`config.mk`:
```
export PLATFORM = sky130hd
export DESIGN_NAME = dmem_access
export DESIGN_NICKNAME = d
export VERILOG_FILES = /design/src/rtl/dmem_pkg.sv /design/src/rtl/store_lane_align.sv /design/src/rtl/dmem_access.sv
export SDC_FILE = /design/constraint.sdc
export NUM_CORES = 2
export LEC_CHECK = 0
export BUFFER_PORTS_ARGS = -buffer_cell sky130_fd_sc_hd__clkbuf_2
export CORE_UTILIZATION = 30
export CTS_CLUSTER_DIAMETER = 40
export DETAILED_ROUTE_END_ITERATION = 7
export GPL_ROUTABILITY_DRIVEN = 0
export GPL_TIMING_DRIVEN = 0
export PLACE_DENSITY = 0.41
export SLEW_MARGIN = 15
export SYNTH_ARGS = -nofsm -noshare
export SYNTH_HDL_FRONTEND = slang
export SYNTH_HIERARCHICAL = 1
export SYNTH_SLANG_ARGS = --single-unit
```
`constraint.sdc`:
```
create_clock -name clk -period 2.59 [get_ports clk]
set_input_delay 0.259 -clock clk [delete_from_list [all_inputs] [get_ports clk]]
set_output_delay 0.259 -clock clk [all_outputs]
set_load 0.05 [all_outputs]
```
`src/rtl/dmem_pkg.sv`:
```
// Shared definitions for the data-memory access block: funct3 width codes,
// lane geometry, the write-buffer entry and the store lane-mask helper.
// The DMEM_INIT_EN build adds an INIT/RUN sequencer that zero-fills the array.
package dmem_pkg;

  localparam int DMEM_DATA_WIDTH    = 32;
  localparam int DMEM_BYTE_WIDTH    = 8;
  localparam int DMEM_ADDRESS_WIDTH = 9;
  localparam int LANES              = DMEM_DATA_WIDTH / DMEM_BYTE_WIDTH;
  localparam int WORD_AW            = DMEM_ADDRESS_WIDTH - 2;

  localparam logic [2:0] F3_B  = 3'b000;
  localparam logic [2:0] F3_H  = 3'b001;
  localparam logic [2:0] F3_W  = 3'b010;
  localparam logic [2:0] F3_BU = 3'b100;
  localparam logic [2:0] F3_HU = 3'b101;

  typedef struct packed {
    logic                       valid;
    logic [WORD_AW-1:0]         word;
    logic [DMEM_DATA_WIDTH-1:0] data;
    logic [LANES-1:0]           mask;
  } wb_entry_t;

  typedef enum logic {ST_INIT, ST_RUN} init_state_t;

  // Byte lanes touched by a store; unsupported store widths touch nothing.
  function automatic logic [LANES-1:0] lane_mask(input logic [2:0] f3, input logic [1:0] a_lo);
    logic [LANES-1:0] m;
    m = '0;
    case (f3)
      F3_B:    m = 4'b0001 << a_lo;
      F3_H:    m = a_lo[1] ? 4'b1100 : 4'b0011;
      F3_W:    m = 4'b1111;
      default: m = '0;
    endcase
    return m;
  endfunction

endpackage

```
`src/rtl/store_lane_align.sv`:
```
// Combinational store alignment: replicates store data across lanes, builds
// the lane mask and flags misaligned half/word accesses (loads and stores).
module store_lane_align
  import dmem_pkg::*;
(
  input  logic [2:0]                 funct3,
  input  logic [1:0]                 a_lo,
  input  logic [DMEM_DATA_WIDTH-1:0] wd,
  output logic [DMEM_DATA_WIDTH-1:0] data,
  output logic [LANES-1:0]           mask,
  output logic                       misaligned
);

  // Misaligned accesses never write, so their mask is forced empty.
  always_comb begin
    misaligned = 1'b0;
    data       = wd;
    case (funct3)
      F3_H, F3_HU: misaligned = a_lo[0];
      F3_W:        misaligned = (a_lo != 2'b00);
      default:     misaligned = 1'b0;
    endcase
    case (funct3)
      F3_B:    data = {LANES{wd[7:0]}};
      F3_H:    data = {2{wd[15:0]}};
      default: data = wd;
    endcase
    mask = misaligned ? '0 : lane_mask(funct3, a_lo);
  end

endmodule

```
`src/rtl/dmem_access.sv`:
```
// Byte-addressed data memory with a one-entry write buffer and
// store-to-load forwarding. Loads return the raw word one cycle later.
// Optional macro DMEM_INIT_EN: zero-fill the array after reset, busy meanwhile.
module dmem_access
  import dmem_pkg::*;
#(
  parameter int DATA_WIDTH    = DMEM_DATA_WIDTH,
  parameter int BYTE_WIDTH    = DMEM_BYTE_WIDTH,
  parameter int ADDRESS_WIDTH = DMEM_ADDRESS_WIDTH
) (
  input  logic                     clk,
  input  logic                     rst_n,
  input  logic                     req_valid,
  input  logic                     req_we,
  input  logic [2:0]               funct3,
  input  logic [ADDRESS_WIDTH-1:0] A,
  input  logic [DATA_WIDTH-1:0]    WD,
  output logic                     rsp_valid,
  output logic [DATA_WIDTH-1:0]    RD,
  output logic [ADDRESS_WIDTH-1:0] A_out,
  output logic [2:0]               funct3_out,
  output logic                     misalign,
  output logic                     busy
);

  localparam int WAW   = ADDRESS_WIDTH - 2;
  localparam int DEPTH = 1 << WAW;

  logic [DATA_WIDTH-1:0] mem [DEPTH];

  wb_entry_t             wb;
  logic [WAW-1:0]        req_idx;
  logic [DATA_WIDTH-1:0] st_data;
  logic [LANES-1:0]      st_mask;
  logic                  mis_now;
  logic                  accept, load_acc, store_acc, drain;
  logic                  init_we;
  logic [WAW-1:0]        init_idx;
  logic                  mem_we;
  logic [WAW-1:0]        mem_idx;
  logic [DATA_WIDTH-1:0] mem_data;
  logic [LANES-1:0]      mem_mask;
  logic [DATA_WIDTH-1:0] rd_raw, fwd_data;
  logic [LANES-1:0]      fwd_mask;

  assign req_idx = A[ADDRESS_WIDTH-1:2];

  store_lane_align u_align (
    .funct3     (funct3),
    .a_lo       (A[1:0]),
    .wd         (WD),
    .data       (st_data),
    .mask       (st_mask),
    .misaligned (mis_now)
  );

`ifdef DMEM_INIT_EN
  init_state_t    state_q, state_d;
  logic [WAW-1:0] cnt_q, cnt_d;

  // Init sequencer state and word counter.
  always_ff @(posedge clk) begin
    if (!rst_n) begin
      state_q <= ST_INIT;
      cnt_q   <= '0;
    end else begin
      state_q <= state_d;
      cnt_q   <= cnt_d;
    end
  end

  // Zero one word per cycle while in INIT, leave after the last word.
  always_comb begin
    state_d = state_q;
    cnt_d   = cnt_q;
    init_we = 1'b0;
    if (state_q == ST_INIT) begin
      init_we = 1'b1;
      cnt_d   = cnt_q + 1'b1;
      if (cnt_q == '1) state_d = ST_RUN;
    end
  end

  assign init_idx = cnt_q;
  assign busy     = (state_q == ST_INIT) && rst_n;
`else
  assign init_we  = 1'b0;
  assign init_idx = '0;
  assign busy     = 1'b0;
`endif

  assign accept    = req_valid && !busy;
  assign load_acc  = accept && !req_we;
  assign store_acc = accept && req_we && (st_mask != '0);
  assign drain     = wb.valid && !load_acc && !busy;

  assign mem_we   = rst_n && (init_we || drain);
  assign mem_idx  = init_we ? init_idx : wb.word;
  assign mem_data = init_we ? '0 : wb.data;
  assign mem_mask = init_we ? '1 : wb.mask;

  // Array write port: init fill or buffer drain, lane by lane.
  always_ff @(posedge clk) begin
    if (mem_we) begin
      for (int i = 0; i < LANES; i++) begin
        if (mem_mask[i]) mem[mem_idx][i*BYTE_WIDTH +: BYTE_WIDTH] <= mem_data[i*BYTE_WIDTH +: BYTE_WIDTH];
      end
    end
  end

  // Write buffer: capture new stores, drop the entry once it has drained.
  always_ff @(posedge clk) begin
    if (!rst_n) begin
      wb <= '0;
    end else if (store_acc) begin
      wb <= '{valid: 1'b1, word: req_idx, data: st_data, mask: st_mask};
    end else if (drain) begin
      wb.valid <= 1'b0;
    end
  end

  // Load path: read the array and snapshot the matching buffer lanes.
  always_ff @(posedge clk) begin
    if (!rst_n) begin
      rsp_valid  <= 1'b0;
      misalign   <= 1'b0;
      rd_raw     <= '0;
      fwd_data   <= '0;
      fwd_mask   <= '0;
      A_out      <= '0;
      funct3_out <= '0;
    end else begin
      rsp_valid <= load_acc;
      misalign  <= accept && mis_now;
      if (load_acc) begin
        rd_raw     <= mem[req_idx];
        fwd_data   <= wb.data;
        fwd_mask   <= (wb.valid && (wb.word == req_idx)) ? wb.mask : '0;
        A_out      <= A;
        funct3_out <= funct3;
      end
    end
  end

  // Overlay the forwarded buffer lanes onto the array word.
  always_comb begin
    RD = rd_raw;
    for (int i = 0; i < LANES; i++) begin
      if (fwd_mask[i]) RD[i*BYTE_WIDTH +: BYTE_WIDTH] = fwd_data[i*BYTE_WIDTH +: BYTE_WIDTH];
    end
  end

endmodule

```
==> flow_metrics.env <==
export IMPL_rsz0062_at_grt="yes"
export IMPL_instances_no_fill=16900
export IMPL_status="finished with violations"
export IMPL_cts_buffers=602
export IMPL_fin_area_mm2=0.208
export IMPL_drc=0
export IMPL_syn_area_mm2=0.164
export IMPL_ctsRootBufferMaster="clkbuf_16"
export IMPL_start_util_pct=30.1
export IMPL_syn_to_final_growth_pct=26.3
export IMPL_synthArstFlopShare_pct=0
export IMPL_slew_viol_final=0
export IMPL_synthesis_instances=8099
export IMPL_synth_seq_area_share_pct=76.4
export IMPL_clock_latency_ns=1.13
export IMPL_cts_sinks=4222
export IMPL_finalSetupViolCount=1974
export IMPL_ys_types=58
export IMPL_drt_pass1_iter_count=6
export IMPL_cts_tree="yes"
export IMPL_die_y_um=742
export IMPL_antenna_found_initial=67
export IMPL_h_tree_depth=6
export IMPL_pwr_density_cell_mw_per_mm2=805
export IMPL_power_internal_mw=129
export IMPL_worstSetupPathType="reg2reg"
export IMPL_min_from="funct3[1]"
export IMPL_p_switching_mw=38.4
export IMPL_core_rowCount=271
export IMPL_fp_dieW_um=742
export IMPL_synth_simple_area_share_pct=3.06
export IMPL_crit_fanout=9
export IMPL_core_area_mm2=0.545
export IMPL_synth_edf_count=4096
export IMPL_critPathCaptureType="flop"
export IMPL_fin_nets=9220
export IMPL_finalCritPeriodShare_pct=112
export IMPL_ys_flop_type="edfxtp_1"
export IMPL_drt_iter0_markers=12600
export IMPL_cap_violations=0
export IMPL_grt_pass1_vias=91200
export IMPL_final_common_cell="edfxtp_1"
export IMPL_tightestPinTransition_ns=1.30
export IMPL_dpl_hpwl_um=503000
export IMPL_rr_worst_depth=5
export IMPL_postLayoutSetupSlackWorst_ns=-0.308
export IMPL_grtUsageTotal_pct=25.0
export IMPL_reg2reg_from="mem_idx[6]$_SDFFE_PN0P_"
export IMPL_totalPowerFinal_mw=167
export IMPL_die_area_mm2=0.551
export IMPL_numPortBuffers=89
export IMPL_yosysWarnings=6
export IMPL_peakVddDrop_v=0.000790
export IMPL_grt_pass1_wl_um=904000
export IMPL_hold_path_class="in2reg"
export IMPL_avgViaCountPerCell=5.46
export IMPL_grt_start_max_net_pins=73
export IMPL_synth_area_mux_share_pct=16.1
export IMPL_timing_setup_tns_ns=-178.67
export IMPL_min_path_cells=6
export IMPL_fin_util_pct=38.1
export IMPL_slew_headroom_pct=12.7
export IMPL_cp_required_ns=3.31
export IMPL_clkPwrFrac_pct=50.3
export IMPL_pre_cts_ws_ns=-3.68
export IMPL_seq_power_share_pct=44.8
export IMPL_fin_skew_ns=0.0571
export IMPL_p_sw_share_pct=23.0
export IMPL_r2r_slack_ns=-0.31
export IMPL_wl_per_cell_um=41.5
export IMPL_period_minus_slack_ns=2.90
export IMPL_dpl_cell_count=15600
export IMPL_synth_top_family_by_area="multiplexers"
export IMPL_critPathArrivalTime_ns=3.62
export IMPL_fmax_mhz=345
export IMPL_ys_ff_latch=4222
export IMPL_routed_wl_um=702000
export IMPL_clk_path_buf_depth=4
export IMPL_startpoint_type="flop"
export IMPL_layout_common_cells="4096 x edfxtp_1, 904 x mux4_2, 614 x clkbuf_16"
export IMPL_rr_endpoint="mem[64][1]$_DFFE_PP_"
export IMPL_dr_total_vias=92500
export IMPL_path_clk_slew_ns=0.06
export IMPL_min_to="mem_data[20]$_SDFFE_PN0P_"
export IMPL_gr_total_overflow=0
export IMPL_hold_ws_ns=0.0719
export IMPL_syn_nets=8147
export IMPL_violations="negative setup slack"
export IMPL_drive_gt1_share_pct=39.0
export IMPL_yosys_area_share_xor_xnor_pct=0.0426
export IMPL_timing_final_hold_violations=0
export IMPL_p_leak_nw=57.8
export IMPL_placed_area_mm2=0.178
export IMPL_synth_compound_area_share_pct=2.93
export IMPL_syn_avg_cell_area_um2=20.3
export IMPL_ios=95
export IMPL_ant_nets=0
export IMPL_synthAdderAreaFrac_pct=0
export IMPL_pwr_share_comb_pct=4.9
[layer usage]
| metal | global-route usage [%] | wire length, um |
|---|---|---|
| met3 | 5.68 | 57400 |
| met2 | 38.9 | 320000 |
| met4 | 11.9 | 40200 |
| met1 | 33.1 | 284000 |
| met5 | 0 | 92 |
[worst max path at each step]
stage                                   startpoint  slack, ns                 endpoint
after floorplan           mem_data[0]$_SDFFE_PN0P_       0.20      mem[0][0]$_DFFE_PP_
after global placement                        A[4]      -5.88  rd_raw[13]$_SDFFE_PN0P_
after detailed placement                      A[4]      -3.68   rd_raw[2]$_SDFFE_PN0P_
after CTS                     mem[38][2]$_DFFE_PP_      -0.28   rd_raw[2]$_SDFFE_PN0P_
after global routing       mem_idx[6]$_SDFFE_PN0P_      -0.22     mem[64][5]$_DFFE_PP_
final                      mem_idx[6]$_SDFFE_PN0P_      -0.31     mem[64][1]$_DFFE_PP_
[area by class of cell]
type | instances | area, um^2
Antenna cell | 21 | 52.6
Buffer | 491 | 3490
Clock buffer | 683 | 15700
Clock inverter | 422 | 4780
Fill cell | 49500 | 338000
Inverter | 2 | 7.51
Multi-Input combinational cell | 3366 | 42000
Sequential cell | 4222 | 126000
Tap cell | 7234 | 9050
Timing Repair Buffer | 487 | 6930
[power by group through the flow]
stage	Sequential (mW)	Combinational [mW]	Clock [mW]
after floorplan	76.4	3.10	0
after global placement	77.1	6.57	0
after detailed placement	76.2	7.66	0
after CTS	74.8	8.06	84.9
after global routing	74.8	8.21	87.5
final	74.8	8.16	84.1
[timing repair]
| action | 4_1_cts | 5_1_grt |
|---|---|---|
| endpoints found under the hold margin | 44 | 0 |
| setup endpoints to repair | 4207 | 2799 |
| gates resized for setup | 1526 | 198 |
| hold buffers | 56 | 0 |
| setup buffers | 152 | 28 |
| pin swaps | 178 | 48 |
[worst max-delay path, cell delays in order (launching register included)]
cell      delay (ns)
dfxtp_2         0.62
nand2b_1        0.51
nor3_2          0.24
buf_4           0.25
nand2_1         0.35
nor2_4          0.51
[state kept, by name (all words and copies together) (netlist names)]
name,cells
mem_mask,4
wb,1
rd_raw,32
fwd_data,32
misalign,1
funct3_out,3
mem_data,32
mem,4096
mem_idx,7
fwd_mask,4
A_out,9
rsp_valid,1
[synthesized netlist by cell type, drive strengths merged (38+ instances only)]
library cell / instances / area (um^2)
buf: 238 / 1420
edfxtp: 4096 / 123000
clkbuf: 271 / 1020
a21boi: 86 / 646
a22oi: 166 / 1250
nor3: 79 / 412
mux2: 211 / 2380
o221ai: 38 / 333
a2111oi: 47 / 412
o22ai: 88 / 551
nand2b: 41 / 257
nand3: 54 / 270
nand2: 427 / 1600
mux2i: 372 / 3720
mux4: 904 / 20400
nor2: 569 / 2140
dfxtp: 126 / 2520
a221oi: 41 / 359
[cells by family (layout without fill, tap and decap cells)]
| group | after synthesis | after routing |
|---|---|---|
| AO/OA/AOI/OAI | 649 | 649 |
| XOR/XNOR | 8 | 8 |
| buffers and inverters | 511 | 2085 |
| flip-flops | 4222 | 4222 |
| multiplexers | 1487 | 1487 |
| other | 1 | 22 |
| AND/OR/NAND/NOR | 1221 | 1221 |
Note: power is estimated with default switching activity, not from simulation.
